[src/rtl/pc_pkg.sv]
// Shared definitions for the fetch program-counter unit: next-PC source codes,
// default vectors and the target alignment check.
package pc_pkg;

    localparam logic [2:0] SRC_SEQ  = 3'd0;
    localparam logic [2:0] SRC_BR   = 3'd1;
    localparam logic [2:0] SRC_JMP  = 3'd2;
    localparam logic [2:0] SRC_JR   = 3'd3;
    localparam logic [2:0] SRC_BUF  = 3'd4;
    localparam logic [2:0] SRC_ERET = 3'd5;
    localparam logic [2:0] SRC_EXC  = 3'd6;

    localparam logic [31:0] DEF_RESET_VEC = 32'h0040_0000;
    localparam logic [31:0] DEF_EXC_VEC   = 32'h0040_0004;

    // True when any of the lowest nbits address bits is set.
    function automatic logic misaligned(input logic [63:0] addr, input int unsigned nbits);
        logic m;
        m = 1'b0;
        for (int i = 0; i < 64; i++) begin
            if (i < int'(nbits)) begin
                m = m | addr[i];
            end else begin
                m = m;
            end
        end
        return m;
    endfunction

endpackage

[src/rtl/pc_redirect_buf.sv]
// One-entry pending-redirect buffer; a held entry is never overwritten, so the
// oldest redirect captured during a stall is the one later replayed.
module pc_redirect_buf
    import pc_pkg::*;
#(
    parameter int ADDR_W = 32
) (
    input  logic              clk,
    input  logic              rst_n,
    input  logic              ena,
    input  logic              capture,
    input  logic [ADDR_W-1:0] capture_target,
    input  logic              clear,
    output logic              valid,
    output logic [ADDR_W-1:0] target
);

    logic              valid_r;
    logic [ADDR_W-1:0] target_r;

    // Capture when empty, clear on consume/exception/trap, otherwise hold.
    always_ff @(negedge clk or negedge rst_n) begin
        if (!rst_n) begin
            valid_r  <= 1'b0;
            target_r <= '0;
        end else if (!ena) begin
            valid_r  <= valid_r;
            target_r <= target_r;
        end else if (clear) begin
            valid_r  <= 1'b0;
            target_r <= '0;
        end else if (capture && !valid_r) begin
            valid_r  <= 1'b1;
            target_r <= capture_target;
        end else begin
            valid_r  <= valid_r;
            target_r <= target_r;
        end
    end

    assign valid  = valid_r;
    assign target = target_r;

endmodule

[src/rtl/pc_unit.sv]
// Fetch program counter: prioritised next-PC selection, stall with one pending
// redirect, exception PC capture and misaligned-target trapping.
module pc_unit
    import pc_pkg::*;
#(
    parameter int                ADDR_W     = 32,
    parameter logic [ADDR_W-1:0] RESET_VEC  = ADDR_W'(DEF_RESET_VEC),
    parameter logic [ADDR_W-1:0] EXC_VEC    = ADDR_W'(DEF_EXC_VEC),
    parameter int                INC        = 4,
    parameter int unsigned       ALIGN_BITS = 2
) (
    input  logic              pc_clk,
    input  logic              rst_n,
    input  logic              pc_ena,
    input  logic              stall,
    input  logic              br_taken,
    input  logic [ADDR_W-1:0] br_target,
    input  logic              jmp,
    input  logic [ADDR_W-1:0] jmp_target,
    input  logic              jr,
    input  logic [ADDR_W-1:0] jr_target,
    input  logic              exc,
    input  logic              eret,
    output logic [ADDR_W-1:0] pc_out,
    output logic [ADDR_W-1:0] pc_plus,
    output logic [ADDR_W-1:0] epc_out,
    output logic              addr_err,
    output logic              redir_pend
);

    logic [ADDR_W-1:0] pc_r, epc_r, pc_plus_s;
    logic              addr_err_r;
    logic [2:0]        src_s;
    logic              hold_s, cap_s, check_s, buf_clear_s, buf_valid_s, addr_err_next_s;
    logic [ADDR_W-1:0] cap_target_s, buf_target_s, target_s, pc_next_s, epc_next_s;

    assign pc_plus_s = pc_r + ADDR_W'(INC);

    // Source selection; while stalled the highest-priority redirect is offered to the buffer.
    always_comb begin
        src_s        = SRC_SEQ;
        hold_s       = 1'b0;
        cap_s        = 1'b0;
        cap_target_s = br_target;
        if (exc) begin
            src_s = SRC_EXC;
        end else if (stall) begin
            hold_s = 1'b1;
            cap_s  = eret | jr | jmp | br_taken;
            if (eret) begin
                cap_target_s = epc_r;
            end else if (jr) begin
                cap_target_s = jr_target;
            end else if (jmp) begin
                cap_target_s = jmp_target;
            end else begin
                cap_target_s = br_target;
            end
        end else if (eret) begin
            src_s = SRC_ERET;
        end else if (buf_valid_s) begin
            src_s = SRC_BUF;
        end else if (jr) begin
            src_s = SRC_JR;
        end else if (jmp) begin
            src_s = SRC_JMP;
        end else if (br_taken) begin
            src_s = SRC_BR;
        end else begin
            src_s = SRC_SEQ;
        end
    end

    // Target mux and next-state for PC, EPC, trap pulse and buffer clear.
    always_comb begin
        target_s        = pc_plus_s;
        check_s         = 1'b0;
        pc_next_s       = pc_r;
        epc_next_s      = epc_r;
        addr_err_next_s = 1'b0;
        buf_clear_s     = 1'b0;
        case (src_s)
            SRC_ERET: target_s = epc_r;
            SRC_BUF:  begin target_s = buf_target_s; check_s = 1'b1; end
            SRC_JR:   begin target_s = jr_target;    check_s = 1'b1; end
            SRC_JMP:  begin target_s = jmp_target;   check_s = 1'b1; end
            SRC_BR:   begin target_s = br_target;    check_s = 1'b1; end
            SRC_EXC:  target_s = EXC_VEC;
            default:  target_s = pc_plus_s;
        endcase
        if (hold_s) begin
            pc_next_s = pc_r;
        end else if (src_s == SRC_EXC) begin
            pc_next_s   = EXC_VEC;
            epc_next_s  = pc_r;
            buf_clear_s = 1'b1;
        end else if (check_s && misaligned(64'(target_s), ALIGN_BITS)) begin
            pc_next_s       = EXC_VEC;
            epc_next_s      = target_s;
            addr_err_next_s = 1'b1;
            buf_clear_s     = 1'b1;
        end else begin
            pc_next_s   = target_s;
            buf_clear_s = (src_s == SRC_BUF);
        end
    end

    pc_redirect_buf #(.ADDR_W(ADDR_W)) u_buf (
        .clk            (pc_clk),
        .rst_n          (rst_n),
        .ena            (pc_ena),
        .capture        (cap_s),
        .capture_target (cap_target_s),
        .clear          (buf_clear_s),
        .valid          (buf_valid_s),
        .target         (buf_target_s)
    );

    // PC, EPC and trap-pulse registers; disabled edges hold state and drop the pulse.
    always_ff @(negedge pc_clk or negedge rst_n) begin
        if (!rst_n) begin
            pc_r       <= RESET_VEC;
            epc_r      <= '0;
            addr_err_r <= 1'b0;
        end else if (pc_ena) begin
            pc_r       <= pc_next_s;
            epc_r      <= epc_next_s;
            addr_err_r <= addr_err_next_s;
        end else begin
            pc_r       <= pc_r;
            epc_r      <= epc_r;
            addr_err_r <= 1'b0;
        end
    end

    assign pc_out     = pc_r;
    assign pc_plus    = pc_plus_s;
    assign epc_out    = epc_r;
    assign addr_err   = addr_err_r;
    assign redir_pend = buf_valid_s;

endmodule
[config.mk]
export PLATFORM = sky130hd
export DESIGN_NAME = pc_unit
export DESIGN_NICKNAME = d
export VERILOG_FILES = /design/src/rtl/pc_pkg.sv /design/src/rtl/pc_redirect_buf.sv /design/src/rtl/pc_unit.sv
export SDC_FILE = /design/constraint.sdc
export NUM_CORES = 1
export LEC_CHECK = 0
export CAP_MARGIN = 20
export CORE_MARGIN = 1.5
export CORE_UTILIZATION = 45
export DETAILED_ROUTE_END_ITERATION = 12
export PLACE_DENSITY = 0.79
export REMOVE_ABC_BUFFERS = 1
export SYNTH_ARGS = -nofsm -noshare
export SYNTH_HDL_FRONTEND = slang
export SYNTH_SLANG_ARGS = --single-unit
[constraint.sdc]
create_clock -name pc_clk -period 4.1 [get_ports pc_clk]
set_input_delay 1.23 -clock pc_clk [delete_from_list [all_inputs] [get_ports pc_clk]]
set_output_delay 1.23 -clock pc_clk [all_outputs]
set_load 0.005 [all_outputs]
==> results of run 1 <==
[cells by family after synthesis]
group / Yosys count / synth area share, %
AO/OA/AOI/OAI: 357 / 31.6
AND/OR/NAND/NOR: 290 / 18.1
buffers and inverters: 178 / 9.74
flip-flops: 98 / 32.4
multiplexers: 34 / 4.70
XOR/XNOR: 28 / 3.24
adder cells (fa/ha/maj): 1 / 0.165
[Yosys cell counts (6+ instances only)]
master	count
a22o_1	10
a221oi_1	8
nand2_1	112
nand4_1	11
nor2_1	50
o21ai_0	59
mux2i_1	22
a22oi_1	19
a31oi_1	30
o211ai_1	10
xor2_1	12
nor3_1	7
inv_1	86
o2bb2ai_1	7
o31ai_1	11
buf_2	16
mux2_1	8
a21boi_0	13
a21o_1	7
a21oi_1	98
xnor2_1	16
clkbuf_1	56
a211oi_1	7
nand3_1	55
buf_1	9
a221o_1	6
and2_1	6
nor4_1	7
and3_1	15
o221ai_1	31
dfrtn_1	97
[metrics by stage]
step	TNS [ns]	setup WS [ns]	hold slack (ns)
floorplan	-274.05	-2.84	0.440
CTS	-123.72	-1.33	0.461
detailed placement	-199.53	-1.69	0.465
global placement	-193.69	-1.64	0.457
[timing repair]
action                                  4_1_cts
gates resized for setup                     731
endpoints found under the hold margin         0
setup buffers                               175
gates cloned                                  8
endpoints found under the setup margin      196
pin swaps                                   115
[routing by layer]
metal | GRT overflow | global-route usage [%]
met1 | 0 | 84.6
met2 | 3 | 95.4
met3 | 0 | 75.2
met4 | 3 | 84.2
met5 | 0 | 42.5
==> run summary, run 1 <==
Number of storage elements in the synthesis netlist: 98
Sequential area share after synthesis: 32.4%
Buffer depth of the longest clock path: 2
Post-Syn Area: 0.00756 mm²
Number of hold buffers added after CTS: 0
Effective utilization at floorplan: 45.8%
Largest area contributor in the synthesized netlist: dfrtn_1
HPWL reported at the end of detailed placement: 24500 µm
Number of buffers created by CTS: 9
Share of the synthesized area in the top cell type: 32.1%
Number of rows created at floorplan: 47
Largest net degree at the start of global routing: 33
Proportion of synthesized flip-flops having asynchronous set or reset: 100%
Weighted congestion reported at the end of routability-driven placement: 0.933
Instance area after placement: 0.0113 mm²
EDFF count, synth: 0
Vertical die dimension: 133 µm
Endpoint with the least setup slack after the last global-route repair: pc_plus[24]
Number of standard cells after synthesis: 986
Yosys warnings: 0
Syn Area/Cell: 7.67 µm²
Outcome: did not finish
Dominant cells by area after synthesis: dfrtn_1 32%, a21oi_1 6.5%, nand2_1 5.6%
Count of input and output buffers: 202
Total global routing overflow: 6
Run-stopping error: [ERROR GRT-0232] Routing congestion too high. Check the congestion heatmap in the GUI.
H-Tree Depth: 3
Post-placement cell count: 1538
Worst ep type: top-level output
Cell at the root of the clock tree: clkbuf_16
Stage at which the run stopped: global routing (5_1_grt)
Aggregate global-route resource usage: 84.4%
Post-synth top flop: dfrtn_1
Unique masters post-synth: 72
Clk sinks: 98
Horizontal die dimension: 133 µm
Number of ports placed on the die boundary: 203
==> inputs of run 2 (changes only) <==
CORE_UTILIZATION = 30   (was 45)
PLACE_DENSITY = not set   (was 0.79)
PLACE_DENSITY_LB_ADDON = 0.15   (was not set)
==> run 2 against run 1 <==
The flow now finishes, with violations (setup timing). Area after synthesis unchanged. Synthesized cell count unchanged.
==> run summary, run 2 <==
Total die area: 0.0262 mm²
Most common cell after layout, fill and taps aside: buf_4
Count of input and output buffers: 202
Dominant cells by area after synthesis: dfrtn_1 32%, a21oi_1 6.5%, nand2_1 5.6%
Metal2 WL: 20300 µm
Largest area contributor in the synthesized netlist: dfrtn_1
Yosys warnings: 0
Class of the most critical hold timing path: flip-flop to flip-flop
Largest net degree at the start of global routing: 51
Adder-cell share of the synthesized area: 0.165%
Post-Syn Area: 0.00756 mm²
Clk sinks: 98
Max-slew violation total from the final report: 0
Outcome: finished with violations
Post-synthesis xor/xnor area fraction: 3.24%
Clock latency of the later-clocked register in the worst-skew pair: 0.42 ns
Power density relative to cell area: 306 mW/mm²
Total global routing overflow: 0
Cell with the most instances after synthesis: nand2_1
Max capacitance violation total: 0
Number of ports placed on the die boundary: 203
Clk pwr share: 19.3%
Unique masters post-synth: 72
Normalized max-slew margin: 59.7%
Internal cell power: 0.00295 W
Via count: 10800
Via count of the first global-routing pass: 11100
Net load switching power: 0.00170 W
Kind of launch point of the worst setup path: flip-flop
Commonest cells after routing, fill and taps aside: 269 x buf_4, 172 x buf_6, 109 x nand2_1
Maximum resistive drop on vdd: 0.241 mV
Number of buffers created by CTS: 9
H-Tree Depth: 3
Area growth syn-to-layout: 101%
Type of element capturing the critical path: output pin
Finished Core Util: 62.0%
Final worst setup slack: -1.45 ns
Setup violations, final: 196
Via density per instance: 5.72
Area of the core region: 0.0245 mm²
Transition time at the pin with the least slew margin: 0.605 ns
Slowest cell on crit path: dfrtn_1
Post-synth top flop: dfrtn_1
Tightest hold margin: 0.469 ns
Net count, final: 1661
Unrepaired setup endpoints after global routing: yes
Antenna violations before repair: 0
Syn Area/Cell: 7.67 µm²
Required arrival time at the worst endpoint: 2.87 ns
Top sig layer: met4
HPWL reported at the end of detailed placement: 26200 µm
Number of rows created at floorplan: 57
First-pass GRT wire length: 65100 µm
Fraction of synthesized area in multiplexers: 4.70%
Worst-path fanout max: 2
Buffer depth of the longest clock path: 2
CTS tree: yes
Largest family of logic cells by synthesized area: compound AO/OA/AOI/OAI gates
Antenna Violating Nets Remaining: 0
Share of post-route cells with drive strength above 1: 47.7%
Total leakage power: 7.11 nW
Net switching share of the total power: 36.5%
Sequential area share after synthesis: 32.4%
EDFF count, synth: 0
Simple-gate area share of the yosys netlist: 18.1%
DRC viols: 0
Effective utilization at floorplan: 30.8%
Aggregate global-route resource usage: 32.9%
Clock skew: 0.0514 ns
Weighted congestion reported at the end of routability-driven placement: 0.891
Cell at the root of the clock tree: clkbuf_16
Routed met3 length: 4300 µm
Worst path cell trace: nand4_1, buf_4, or3_4, buf_6, buf_12, nor2_4, xor2_1, buf_2
Clock transition at the register clock pins on the worst setup and hold paths after CTS: 0.06 ns
Final hold vios: 0
WP data arrival: 4.32 ns
Power share of the combinational group: 51.8%
Sequential power share: 28.9%
Post-Layout Inst Area: 0.0152 mm²
Complex-gate fraction of the synthesized area: 31.6%
Number of DRC violations after detailed-routing iteration 0: 1110
Peak per-stage delay on the critical path: 0.44 ns
Number of storage elements in the synthesis netlist: 98
First-pass iteration count of the detailed router: 5
Synth top cells by count: 112 x nand2_1, 98 x a21oi_1, 97 x dfrtn_1
Number of hold buffers added after CTS: 0
Instance area after placement: 0.0116 mm²
Number of standard cells after synthesis: 986
Share of the synthesized area in the top cell type: 32.1%
Routed metal-1 wire length: 17800 µm
Final routed wirelength across all metal layers: 44400 µm
Crit path kind: flip-flop to output pin
Proportion of synthesized flip-flops having asynchronous set or reset: 100%
Number of inserted diodes: 0
Routed length per instance: 23.6 µm
Vertical die dimension: 162 µm
Horizontal die dimension: 162 µm
Violated checks: setup timing
[run 2: metrics by stage]
| stage | setup WS (ns) | total power, W | instances | TNS [ns] |
|---|---|---|---|---|
| 3_3_place_gp | -2.02 | 0.00309 | 1660 | -192.64 |
| 2_1_floorplan | -2.84 | 0.00190 | 894 | -274.05 |
| 3_5_place_dp | -2.07 | 0.00310 | 1660 | -197.41 |
| 4_1_cts | -1.40 | 0.00442 | 1880 | -137.12 |
| 5_1_grt | -1.53 | 0.00484 | 1884 | -145.54 |
| 6_report | -1.45 | 0.00465 | 1884 | -137.67 |
[run 2: final cells by class]
type                    instances  area (µm²)
fillers                      2018        9320
repair buffers                650        6170
multi-input cells             710        5570
flip-flops and latches         98        2450
well taps                     324         405
inverters                      85         325
clock buffers                  10         239
clock inverters                 7        52.6
[run 2: what timing repair did]
action,in CTS,in global routing
buffers inserted,211,61
gates resized for setup,763,173
cloned,10,0
pin swaps,101,77
endpoints found under the setup margin,196,196
[run 2: path summary, 6_finish.rpt]
kind / start / to / slack (ns) / depth (start not counted)
min in group asynchronous: rst_n / epc_out[16] / 2.68 / 1
worst max-delay path: pc_out[9] / pc_plus[20] / -1.45 / 8
worst min register to register: u_buf.target[14] / u_buf.target[14] / 0.47 / 2
max in group asynchronous: rst_n / epc_out[1] / 0.85 / 2
worst max register to register: pc_out[3] / pc_out[28] / -0.76 / 38
worst min-delay path: u_buf.target[14] / u_buf.target[14] / 0.47 / 2
[run 2: power by group through the flow]
stage	clock network (W)	registers (W)	logic, W
after floorplan	0.00000305	0.00138	0.000515
after detailed placement	0.00000305	0.00134	0.00176
after global routing	0.000934	0.00137	0.00254
after global placement	0.00000305	0.00135	0.00174
after CTS	0.000890	0.00133	0.00220
final	0.000897	0.00134	0.00241
[run 2: cell families (layout without fill, tap and decap cells)]
family | Yosys count | after routing
buffers and inverters | 178 | 752
adders and majority gates | 1 | 1
DFF | 98 | 98
xor gates and xnor gates | 28 | 28
muxes | 34 | 34
AOI/OAI and AO/OA | 357 | 357
and+or+nand+nor | 290 | 290
[run 2: worst max-delay path, delay by kind of cell (launching register included)]
family        cells  cell delay (ns)
simple gates      3             0.69
buf+inv           4             0.60
xor+xnor          1             0.18
flops             1             0.44
[run 2: per-layer routing]
layer | track usage, % | vias up
met1 | 42.2 | 5246
met5 | 0 | -
li1 | - | 4717
met2 | 51.9 | 668
met4 | 16.1 | 0
met3 | 7.71 | 151
(Power assumes the default switching activity.)
==> inputs of run 3 (changes only) <==
clock period = 6.1 ns   (was 4.1 ns; I/O delays follow)
==> run 3 against run 2 <==
The run still ends with setup timing left. Setup slack better by 0.48 ns. Combinational power down 41%. First-iteration DRC count down 13%. Hold slack worse by 0.0097 ns. Critical path type unchanged. Largest cell class is now multi-input combinational cells.
==> run summary, run 3 (synthesized netlist as in run 2, its figures left out) <==
Total die area: 0.0262 mm²
Outcome: finished with violations
Kind of launch point of the worst setup path: flip-flop
Crit path kind: flip-flop to output pin
Internal cell power: 0.00189 W
Transition time at the pin with the least slew margin: 0.534 ns
Number of rows created at floorplan: 57
R2R depth: 22
Effective utilization at floorplan: 30.8%
Vertical die dimension: 162 µm
Power density relative to cell area: 206 mW/mm²
First-pass GRT wire length: 62300 µm
Horizontal die dimension: 162 µm
Aggregate global-route resource usage: 31.5%
Count of input and output buffers: 202
Final hold vios: 0
CTS tree: yes
Antenna Violating Nets Remaining: 0
Setup violations, final: 134
Clock skew: 0.0634 ns
Maximum resistive drop on vdd: 0.131 mV
Share of post-route cells with drive strength above 1: 41.2%
Area of the core region: 0.0245 mm²
Antenna violations before repair: 0
Area growth syn-to-layout: 89.0%
Via density per instance: 5.77
Sequential power share: 30.7%
Required arrival time at the worst endpoint: 4.27 ns
Net load switching power: 0.00105 W
Power share of the combinational group: 48.7%
Total leakage power: 6.70 nW
HPWL reported at the end of detailed placement: 26100 µm
Total global routing overflow: 0
Violated checks: setup timing
Buffer depth of the longest clock path: 2
Largest net degree at the start of global routing: 49
Number of DRC violations after detailed-routing iteration 0: 962
First-pass iteration count of the detailed router: 5
Clock transition at the register clock pins on the worst setup and hold paths after CTS: 0.05 ns
Net switching share of the total power: 35.8%
WP data arrival: 5.24 ns
Routed length per instance: 23.3 µm
Critical path origin: pc_out[2]
Type of element capturing the critical path: output pin
Max-slew violation total from the final report: 0
Final routed wirelength across all metal layers: 42100 µm
Startpoint of the tightest hold check path: u_buf.target[9]
H-Tree Depth: 3
Worst slack, placed: -1.58 ns
Post-placement cell count: 1628
Hold path cells: 2
Filler instances: 2161
Register cell area after layout: 0.00245 mm²
Cell at the root of the clock tree: clkbuf_16
Clk pwr share: 20.6%
Accumulated negative setup slack: -72.41 ns
Number of ports placed on the die boundary: 203
Commonest cells after routing, fill and taps aside: 250 x buf_4, 109 x nand2_1, 99 x clkdlybuf4s50_1
Worst-path fanout max: 2
Non-filler instance count after layout: 1806
Class of the most critical hold timing path: flip-flop to flip-flop
Clock latency of the later-clocked register in the worst-skew pair: 0.41 ns
Normalized max-slew margin: 64.4%
Number of buffers created by CTS: 9
Footprint of the multi-input gates: 0.00546 mm²
Clk sinks: 98
Max capacitance violation total: 0
Final worst setup slack: -0.972 ns
Most common cell after layout, fill and taps aside: buf_4
Via count of the first global-routing pass: 10400
Unrepaired setup endpoints after global routing: yes
Via count: 10400
Net count, final: 1583
Finished Core Util: 58.3%
DRC viols: 0
Weighted congestion reported at the end of routability-driven placement: 0.872
Number of inserted diodes: 0
R2R Path Start: pc_out[9]
==> run 3: cell types whose count changed in the layout (fill, tap and decap cells not counted), sizes merged <==
cell,previous run,this run
buf,550,417
dlygate4sd2,0,44
clkbuf,11,19
clkdlybuf4s50,96,99
clkdlybuf4s15,2,4
bufinv,0,1
clkinvlp,3,2
dlymetal6s2s,1,0
inv,88,87
==> run 3: cell type report <==
class / count / share of cell area, %
Tap cell: 324 / 2.84
Sequential cell: 98 / 17.2
Multi-Input combinational cell: 710 / 38.2
Inverter: 85 / 2.23
Clock inverter: 6 / 0.464
Clock buffer: 11 / 1.63
Timing Repair Buffer: 572 / 37.5
==> run 3: metal layers <==
layer	part of all wire, %	up-vias	track usage (%)
li1	-	4577	-
met1	40	5090	41.0
met2	45	637	49.5
met3	11	124	8.58
met4	3.8	0	12.9
met5	0	-	0
==> run 3: per-stage QoR <==
stage	hold WS [ns]	power (W)	area [µm²]
6_report	0.459	0.00294	14300
5_1_grt	0.488	0.00308	14300
4_1_cts	0.461	0.00285	13900
3_5_place_dp	0.466	0.00200	11300
3_3_place_gp	0.459	0.00199	11300
2_1_floorplan	0.440	0.00128	7150
==> run 3: worst max-delay path: stages (launching register included) <==
cell     delay, ns
dfrtn_1       0.45
ha_2          0.22
nand3_2       0.09
or3_4         0.39
or3_4         0.37
xnor2_2       0.18
buf_2         0.14
==> run 3: path summary, 6_finish.rpt <==
kind                                    to  slack [ns]
max in group asynchronous       epc_out[8]        1.07
min in group asynchronous      epc_out[28]        4.29
setup reg to reg               epc_out[23]        2.72
hold / removal             u_buf.target[9]        0.46
setup / recovery               pc_plus[22]       -0.97
hold reg to reg            u_buf.target[9]        0.46
==> run 3: power groups by stage <==
stage	clock network [W]	logic (W)	registers [W]
2_1_floorplan	0.00000205	0.000346	0.000928
3_3_place_gp	0.00000205	0.00107	0.000922
3_5_place_dp	0.00000205	0.00107	0.000922
4_1_cts	0.000608	0.00134	0.000898
5_1_grt	0.000636	0.00152	0.000918
6_report	0.000607	0.00143	0.000902
==> run 3: repair_timing <==
item,in CTS,in global routing
buffers inserted,133,47
endpoints found under the setup margin,196,150
hold endpoints to repair,0,0
gates resized for setup,536,113
hold buffers,0,0
pin swaps,110,49
cloned,10,1
